File: src/rtl/uart_rx_if.sv
// Byte read port of the UART receiver: head-of-FIFO data with valid/ready handshake.
`timescale 1ns/1ps
interface uart_rx_if;
  logic [7:0] rd_data;
  logic       rd_valid;
  logic       rd_ready;

  modport master (output rd_data, output rd_valid, input rd_ready);
  modport slave  (input rd_data, input rd_valid, output rd_ready);
endinterface

File: src/rtl/uart_rx.sv
// 8N1 serial receiver: synchronizes the RX pin, samples mid-bit with a down-counter
// and buffers good bytes in a small circular FIFO read through a valid/ready port.
`timescale 1ns/1ps
module uart_rx #(
  parameter int CLK_HZ = 24000000,
  parameter int BAUD   = 115200,
  parameter int DEPTH  = 4
) (
  input  logic       clk,
  input  logic       rst_n,
  input  logic       rx,
  input  logic       err_clr,
  output logic       frame_err,
  output logic       overrun,
  uart_rx_if.master  rd
);

  localparam int DIV = CLK_HZ / BAUD;
  localparam int CW  = $clog2(DIV) + 1;
  localparam int AW  = $clog2(DEPTH);

  localparam logic [CW-1:0] HALF_LOAD = CW'(DIV / 2 - 1);
  localparam logic [CW-1:0] FULL_LOAD = CW'(DIV - 1);
  localparam logic [CW-1:0] CNT_ZERO  = CW'(0);
  localparam logic [CW-1:0] CNT_ONE   = CW'(1);
  localparam logic [AW:0]   PTR_ONE   = (AW + 1)'(1);

  typedef enum logic [1:0] {
    ST_IDLE  = 2'd0,
    ST_START = 2'd1,
    ST_DATA  = 2'd2,
    ST_STOP  = 2'd3
  } state_t;

  logic          sync_meta_r;
  logic          rx_sync_r;
  logic          rx_prev_r;
  logic          fall_s;

  state_t        state_r, state_nxt;
  logic [CW-1:0] cnt_r, cnt_nxt;
  logic [2:0]    bit_idx_r, bit_idx_nxt;
  logic [7:0]    shift_r, shift_nxt;
  logic          push_s;
  logic          ferr_s;

  logic [7:0]    mem_r [DEPTH];
  logic [AW:0]   wr_ptr_r;
  logic [AW:0]   rd_ptr_r;
  logic          empty_s;
  logic          full_s;
  logic          pop_s;
  logic          wr_en_s;
  logic          drop_s;

  // Two-flop synchronizer plus one delay stage for falling-edge detection; idles high.
  always_ff @(posedge clk or negedge rst_n) begin
    if (!rst_n) begin
      sync_meta_r <= 1'b1;
      rx_sync_r   <= 1'b1;
      rx_prev_r   <= 1'b1;
    end else begin
      sync_meta_r <= rx;
      rx_sync_r   <= sync_meta_r;
      rx_prev_r   <= rx_sync_r;
    end
  end

  assign fall_s = rx_prev_r & ~rx_sync_r;

  // Receiver state, bit counter and shift register.
  always_ff @(posedge clk or negedge rst_n) begin
    if (!rst_n) begin
      state_r   <= ST_IDLE;
      cnt_r     <= CNT_ZERO;
      bit_idx_r <= 3'd0;
      shift_r   <= 8'h00;
      frame_err <= 1'b0;
    end else begin
      state_r   <= state_nxt;
      cnt_r     <= cnt_nxt;
      bit_idx_r <= bit_idx_nxt;
      shift_r   <= shift_nxt;
      frame_err <= ferr_s;
    end
  end

  // Next-state logic; every sample point is where the down-counter reaches zero.
  always_comb begin
    state_nxt   = state_r;
    cnt_nxt     = cnt_r;
    bit_idx_nxt = bit_idx_r;
    shift_nxt   = shift_r;
    push_s      = 1'b0;
    ferr_s      = 1'b0;
    case (state_r)
      ST_IDLE: begin
        if (fall_s) begin
          cnt_nxt   = HALF_LOAD;
          state_nxt = ST_START;
        end else begin
          state_nxt = ST_IDLE;
        end
      end
      ST_START: begin
        if (cnt_r == CNT_ZERO) begin
          if (rx_sync_r) begin
            state_nxt = ST_IDLE;
          end else begin
            cnt_nxt     = FULL_LOAD;
            bit_idx_nxt = 3'd0;
            state_nxt   = ST_DATA;
          end
        end else begin
          cnt_nxt = cnt_r - CNT_ONE;
        end
      end
      ST_DATA: begin
        if (cnt_r == CNT_ZERO) begin
          shift_nxt   = {rx_sync_r, shift_r[7:1]};
          cnt_nxt     = FULL_LOAD;
          bit_idx_nxt = bit_idx_r + 3'd1;
          if (bit_idx_r == 3'd7) begin
            state_nxt = ST_STOP;
          end else begin
            state_nxt = ST_DATA;
          end
        end else begin
          cnt_nxt = cnt_r - CNT_ONE;
        end
      end
      ST_STOP: begin
        if (cnt_r == CNT_ZERO) begin
          if (rx_sync_r) begin
            push_s = 1'b1;
          end else begin
            ferr_s = 1'b1;
          end
          state_nxt = ST_IDLE;
        end else begin
          cnt_nxt = cnt_r - CNT_ONE;
        end
      end
      default: begin
        state_nxt = ST_IDLE;
      end
    endcase
  end

  // A full FIFO still accepts a push when a pop frees the head slot in the same cycle.
  assign empty_s = (wr_ptr_r == rd_ptr_r);
  assign full_s  = (wr_ptr_r[AW] != rd_ptr_r[AW]) &&
                   (wr_ptr_r[AW-1:0] == rd_ptr_r[AW-1:0]);
  assign pop_s   = !empty_s && rd.rd_ready;
  assign wr_en_s = push_s && (!full_s || pop_s);
  assign drop_s  = push_s && full_s && !pop_s;

  assign rd.rd_valid = !empty_s;
  assign rd.rd_data  = mem_r[rd_ptr_r[AW-1:0]];

  // FIFO storage and pointers.
  always_ff @(posedge clk or negedge rst_n) begin
    if (!rst_n) begin
      for (int i = 0; i < DEPTH; i++) begin
        mem_r[i] <= 8'h00;
      end
      wr_ptr_r <= {(AW + 1){1'b0}};
      rd_ptr_r <= {(AW + 1){1'b0}};
    end else begin
      if (wr_en_s) begin
        mem_r[wr_ptr_r[AW-1:0]] <= shift_r;
        wr_ptr_r                <= wr_ptr_r + PTR_ONE;
      end
      if (pop_s) begin
        rd_ptr_r <= rd_ptr_r + PTR_ONE;
      end
    end
  end

  // Sticky overrun flag; a new drop outranks a clear in the same cycle.
  always_ff @(posedge clk or negedge rst_n) begin
    if (!rst_n) begin
      overrun <= 1'b0;
    end else if (drop_s) begin
      overrun <= 1'b1;
    end else if (err_clr) begin
      overrun <= 1'b0;
    end else begin
      overrun <= overrun;
    end
  end

endmodule

File: src/flat_wrapper.sv
// flat-port wrapper written by rule: the top's interface ports become plain ports
module uart_rx_flat 
#(
  parameter int CLK_HZ = 24000000,
  parameter int BAUD   = 115200,
  parameter int DEPTH  = 4
)
  (clk, rst_n, rx, err_clr, frame_err, overrun, rd_rd_data, rd_rd_valid, rd_rd_ready);
  uart_rx_if rd_i ();
  input  logic clk;
  input  logic rst_n;
  input  logic rx;
  input  logic err_clr;
  output logic frame_err;
  output logic overrun;
  output wire logic [$bits(rd_i.rd_data)-1:0] rd_rd_data;
  output wire logic [$bits(rd_i.rd_valid)-1:0] rd_rd_valid;
  input wire logic [$bits(rd_i.rd_ready)-1:0] rd_rd_ready;
  assign rd_rd_data = rd_i.rd_data;
  assign rd_rd_valid = rd_i.rd_valid;
  assign rd_i.rd_ready = rd_rd_ready;
  uart_rx #(.CLK_HZ(CLK_HZ), .BAUD(BAUD), .DEPTH(DEPTH)) u_core (.clk(clk), .rst_n(rst_n), .rx(rx), .err_clr(err_clr), .frame_err(frame_err), .overrun(overrun), .rd(rd_i));
endmodule
File: config.mk
export PLATFORM = sky130hd
export DESIGN_NAME = uart_rx_flat
export DESIGN_NICKNAME = d
export VERILOG_FILES = /design/src/rtl/uart_rx_if.sv /design/src/rtl/uart_rx.sv /design/src/flat_wrapper.sv
export SDC_FILE = /design/constraint.sdc
export NUM_CORES = 1
export LEC_CHECK = 0
export CAP_MARGIN = 20
export CELL_PAD_IN_SITES_DETAIL_PLACEMENT = 1
export CELL_PAD_IN_SITES_GLOBAL_PLACEMENT = 2
export CORE_ASPECT_RATIO = 0.9
export CORE_UTILIZATION = 46
export DETAILED_ROUTE_END_ITERATION = 12
export HOLD_SLACK_MARGIN = 0.06
export PLACE_DENSITY = 0.94
export SETUP_SLACK_MARGIN = 0.5
export SKIP_CTS_REPAIR_TIMING = 1
export SYNTH_ARGS = -nofsm -noshare
export SYNTH_HDL_FRONTEND = slang
export SYNTH_SLANG_ARGS = --single-unit
File: constraint.sdc
create_clock -name clk -period 4.9 [get_ports clk]
set_clock_uncertainty 0.05 [all_clocks]
set_input_delay 0.98 -clock clk [delete_from_list [all_inputs] [get_ports clk]]
set_output_delay 0.98 -clock clk [all_outputs]
set_load 0.1 [all_outputs]
== Word level (Yosys, flattened, before mapping) ==
Index checks and enable logic that the tools add are counted.
Widths: inputs -> output; s select.

* Memory bits (writable): 0
* Word-level logic and storage cells: 89
* Memories kept: 0
* Bits in latches: 0
* Bits in read-only memories: 0
* Flip-flop bits (word level): 65

* Add/sub/neg operators: 4
* Bitwise operators: 4
* Reduce and logical (&&, ||, !) cells: 18
* Mux-type cells: 31
* Multipliers: 0
* Equality and inequality tests: 14
* Shifts and indexed selects: 0
* Div/mod/pow operators: 0
* Order comparisons: 3

{| class="wikitable"
|+ Operator list
! cell !! count
|-
| $mux 9 || 5
|-
| $pmux 9 s4 || 1
|-
| $bwmux 32 || 1
|-
| $mux 8 || 3
|-
| $bmux 8 s2 || 1
|-
| $demux 8 s2 || 1
|-
| $mux 1 || 10
|-
| $add 3x1->3 const B || 3
|-
| $logic_not 9->1 || 1
|-
| $mux 3 || 3
|-
| $sub 9x1->9 const B || 1
|-
| $mux 2 || 4
|-
| $ne 2x1->1 const B || 4
|-
| $pmux 2 s4 || 1
|-
| $ge 3x3->1 const B || 2
|-
| $logic_and 1x1->1 || 6
|-
| $not 2->3 || 2
|-
| $pmux 3 s2 || 1
|-
| $reduce_and 3->1 || 2
|-
| $eq 2x2->1 const B || 2
|-
| $ne 2x2->1 const B || 2
|-
| $reduce_and 4->1 || 1
|-
| $reduce_bool 2->1 || 2
|-
| $eq 3x3->1 || 1
|-
| other kinds (12) || 14
|}

== Longest topological paths before layout ==
* Depth in word-level cells: 6
* Mapped depth: 6
* Gate-level depth less buffers: 6

== Worst setup path after synthesis ==
No wires, ideal clock.

* Path type: register -> output
* Start point: reg u_core.rd_ptr_r[0]
* End point: out rd_rd_valid
* Stages on the path, launching flop included: 4
* Arrival: 1,558 ps
* Buffers on the path: 1
* Setup slack: 2,312 ps
* Cells stage by stage: dfrtp_1 buf_2 xnor2_1 nand3b_1

* Word-level cells in the longest chain between the ends: 2

{| class="wikitable"
|+ Ends and longest elaborated chain
! element !! RTL line !! source
|-
| from (decl) || uart_rx.sv:49 || <nowiki>logic [AW:0] rd_ptr_r;</nowiki>
|-
| from (signal assigned) || uart_rx.sv:168 || <nowiki>rd_ptr_r <= {(AW + 1){1'b0}};</nowiki>
|-
| from (signal assigned) || uart_rx.sv:175 || <nowiki>rd_ptr_r <= rd_ptr_r + PTR_ONE;</nowiki>
|-
| $eq 3x3->1 || uart_rx.sv:151 || <nowiki>assign empty_s = (wr_ptr_r == rd_ptr_r);</nowiki>
|-
| $logic_not 1->1 || uart_rx.sv:158 || <nowiki>assign rd.rd_valid = !empty_s;</nowiki>
|-
| to (decl) || flat_wrapper.sv:17 || <nowiki>output wire logic [$bits(rd_i.rd_valid)-1:0] rd_rd_valid;</nowiki>
|}

Every way passes these cells.

== Final worst setup path ==
* Start point: reg u_core.rd_ptr_r[0]
* End point: out rd_rd_data[3]

* Word-level cells in the longest chain between the ends: 4

{| class="wikitable"
|+ Ends and longest elaborated chain
! element !! RTL line !! source
|-
| $not 2->3 (implied by the code) || uart_rx.sv:159 || <nowiki>assign rd.rd_data = mem_r[rd_ptr_r[AW-1:0]];</nowiki>
|-
| $bmux 8 s2 || uart_rx.sv:159 ||
|-
| $mux 8 (implied by the code) (2 in a row) || uart_rx.sv:159 ||
|-
| to (decl) || flat_wrapper.sv:16 || <nowiki>output wire logic [$bits(rd_i.rd_data)-1:0] rd_rd_data;</nowiki>
|}

Every way passes these cells. The select of a mux whose other input is x is not followed.

==> qor.yml <==
setup.worst_path.class: "reg -> out"
ant_nets: 0
rr_worst_depth: 6
final.min_clock_period_ns: 3.73
drtIter0Drc: 121
core_area_mm2: 0.00666
r2r_start: "u_core.cnt_r[0]"
ys_warn_count: 0
vias: 2017
post_synth.cell_area_avg_um2: 14.0
whs_path_depth: 0
grt_util_met1: 0.263
cp_num_buf_inv: 1
cp.depth: 2
synth_top_area_cell: "dfrtp_1"
grt_max_degree: 39
grt_pass1_wl_um: 11600
drv_slew: 0
worstPathCellList: "mux4_2 > clkdlybuf4s50_1"
startpoint_type: "flip-flop"
busiest_layer: "met2"
wl_per_cell_um: 20.5
final_nets: 271
clk_path_buf_depth: 2
required_ns: 3.87
worstPathMaxFanout: 11
max_slew_margin: 0.347
cts-root-buf: "clkbuf_8"
cp_top_family: "buffers and inverters"
diodes: 0
initial_core_util: 0.482
ir_worst_vdd_uv: 215
fin_setup_tns_ns: 0
status: "complete, no violations"
netlist_area_mm2: 0.00321
pre_cts_ws_ns: 1.49
hold_start: "u_core.sync_meta_r"
grt_overflow: 0
fin_total_pwr_w: 0.00167
fillers: 667
crit_path_end_kind: "output port"
timing.rr.end: "u_core.shift_r[0]"
drive_above_1_share: 0.310
cp_slowest_stage_delay_ns: 0.99
use_met3: 0.0627
ys_ff_latch: 65
vias_per_cell: 5.80
syn_inst: 229
synth_top_area_share: 0.484
dieArea_mm2: 0.00731
seqCellArea_mm2: 0.00163
hp-class: "reg -> reg"
setup_viol: 0
cts_sinks: 65
finalHoldViolations: 0
post-route-period-util: 0.761
place.gp.congestion: 0.804
rsz0062_at_grt: "false"
clk_latency_ns: 0.34
portBuffers: 15
endpoint: "rd_rd_data[3]"
worstMarginPinSlew_ns: 0.977
grt_pass1_vias: 2118
crit_start: "u_core.rd_ptr_r[0]"
p_leak_nw: 1.74
use_met2: 0.372
syn_to_final_growth_pct: 15.2
crit_slowest_cell: "clkdlybuf4s50_1"
grt_use_total: 0.214
powerDensity_mw_per_mm2: 451
rows: 28
ys_seq_area_frac: 0.508
io_pins: 16
drc: 0
path_clk_slew_ns: 0.07
setup_slack_ns: 1.17
synthesis.nets: 247
synth.distinct_cells: 49
dp_hpwl_um: 4860
cap_violations: 0
wirelength_um: 7130
synthTopCellsByArea: "dfrtp_1 48%, mux2_2 10%, mux4_2 5.6%, ha_1 5.1%, mux2_4 4.7%"
htree_levels: 3
cts_made_buffers: 9
tritoncts: "done"
regToRegSetupSlack_ns: 2.29
drt_pre_antenna_iters: 4
die_x_um: 90.0
multi_input_area_mm2: 0.00152
fmax_mhz: 268
grt_antenna_before_repair: 0
crit_arrival_ns: 2.70
die_h_um: 81.2
[worst register-to-register path: stages, from the launching register on]
cell,delay [ns]
dfrtp_1,0.42
inv_1,0.10
ha_1,0.18
or4b_4,0.50
nor2_1,0.44
nand2_1,0.40
mux2_2,0.39
[cell usage in the layout (no fill, tap or decap), types with 2 or more instances in the layout]
cell,instances
a21oi_1,5
a2bb2oi_1,2
clkbuf_8,9
a211o_1,2
bufinv_16,3
dfstp_2,3
clkdlybuf4s50_1,14
nor2_1,6
nor3b_1,5
nand2_1,7
mux4_2,8
buf_4,3
xnor2_1,6
mux2_4,10
nor4_1,2
a22o_1,2
nand2b_1,2
ha_1,13
o21ai_0,9
mux2i_1,2
o21a_1,4
dfrtp_1,62
nor3_1,3
mux2_2,29
inv_1,7
mux2_1,4
a21o_1,2
nand3_4,4
a31oi_1,4
clkbuf_1,2
a31o_2,2
[flip-flops by register name, summed over array words and instances, names as in the netlist, named ones only]
signal / cells
u_core.shift_r: 8
u_core.state_r: 1
u_core.bit_idx_r: 3
u_core.rx_prev_r: 1
u_core.rx_sync_r: 1
u_core.rd_ptr_r: 3
u_core.frame_err: 1
u_core.mem_r: 32
u_core.wr_ptr_r: 3
u_core.sync_meta_r: 1
u_core.overrun: 1
u_core.cnt_r: 9
[layout make-up]
type | instances | share of cell area
Sequential cell | 65 | 0.441
Multi-Input combinational cell | 152 | 0.412
Timing Repair Buffer | 18 | 0.0454
Clock buffer | 11 | 0.0356
Tap cell | 90 | 0.0305
Clock inverter | 5 | 0.0281
Inverter | 7 | 0.00711
[where the power goes]
group / internal (W) / switching, W / leakage, nW / total, W
combinational: 0.000197 / 0.000237 / 0.743 / 0.000434
sequential: 0.000588 / 0.000103 / 0.875 / 0.000691
clock: 0.000338 / 0.000203 / 0.118 / 0.000542
[logic make-up after synthesis]
| logic type | Yosys count | share of synthesized area |
|---|---|---|
| mux | 53 | 0.225 |
| compound gates | 40 | 0.0897 |
| fa+ha+maj | 13 | 0.0507 |
| simple gates | 39 | 0.0897 |
| xor+xnor | 7 | 0.0191 |
| buf+inv | 12 | 0.0172 |
| flops | 65 | 0.508 |
[worst min-delay path by stage]
stage	endpoint	slack (ns)
floorplan	u_core.rx_sync_r	0.30
global placement	u_core.rx_sync_r	0.30
detailed placement	u_core.rx_sync_r	0.30
CTS	u_core.rx_sync_r	0.31
global route	u_core.rx_sync_r	0.31
finish	u_core.rx_sync_r	0.31
[metal layers]
metal	vias up	share of wire
li1	907	-
met4	0	0.012
met1	1073	0.45
met2	28	0.51
met3	9	0.028
met5	-	0
[cells in the mapped netlist, drive strengths merged]
library cell	number
o21a	4
a21oi	5
mux4	8
dfstp	3
a21o	2
o211ai	1
a22o	3
and3	2
nor3b	5
nor2	6
a311o	1
o21ai	9
mux2i	2
a32oi	1
xor2	1
a211o	2
a31oi	4
buf	2
a21boi	1
nand2b	2
inv	7
nor4b	1
o32a	1
a2bb2oi	2
nor3	4
nor2b	1
or4b	1
clkbuf	3
nand2	7
nand3b	1
nand4b	1
ha	13
nor4	2
a31o	2
dfrtp	62
mux2	43
or4	1
o32ai	1
o31ai	1
nand3	5
xnor2	6
[through the flow]
| step | std cells | cell area [um2] | utilization | hold slack, ns |
|---|---|---|---|---|
| 2_1_floorplan | 229 | 3210 | - | 0.295 |
| 3_3_place_gp | 332 | 3460 | 0.520 | 0.296 |
| 3_5_place_dp | 332 | 3460 | 0.520 | 0.299 |
| 4_1_cts | 348 | 3690 | 0.555 | 0.310 |
| 5_1_grt | 348 | 3690 | 0.555 | 0.314 |
| 6_report | 348 | 3690 | 0.555 | 0.307 |
Note: power is estimated with default switching activity, not from simulation.
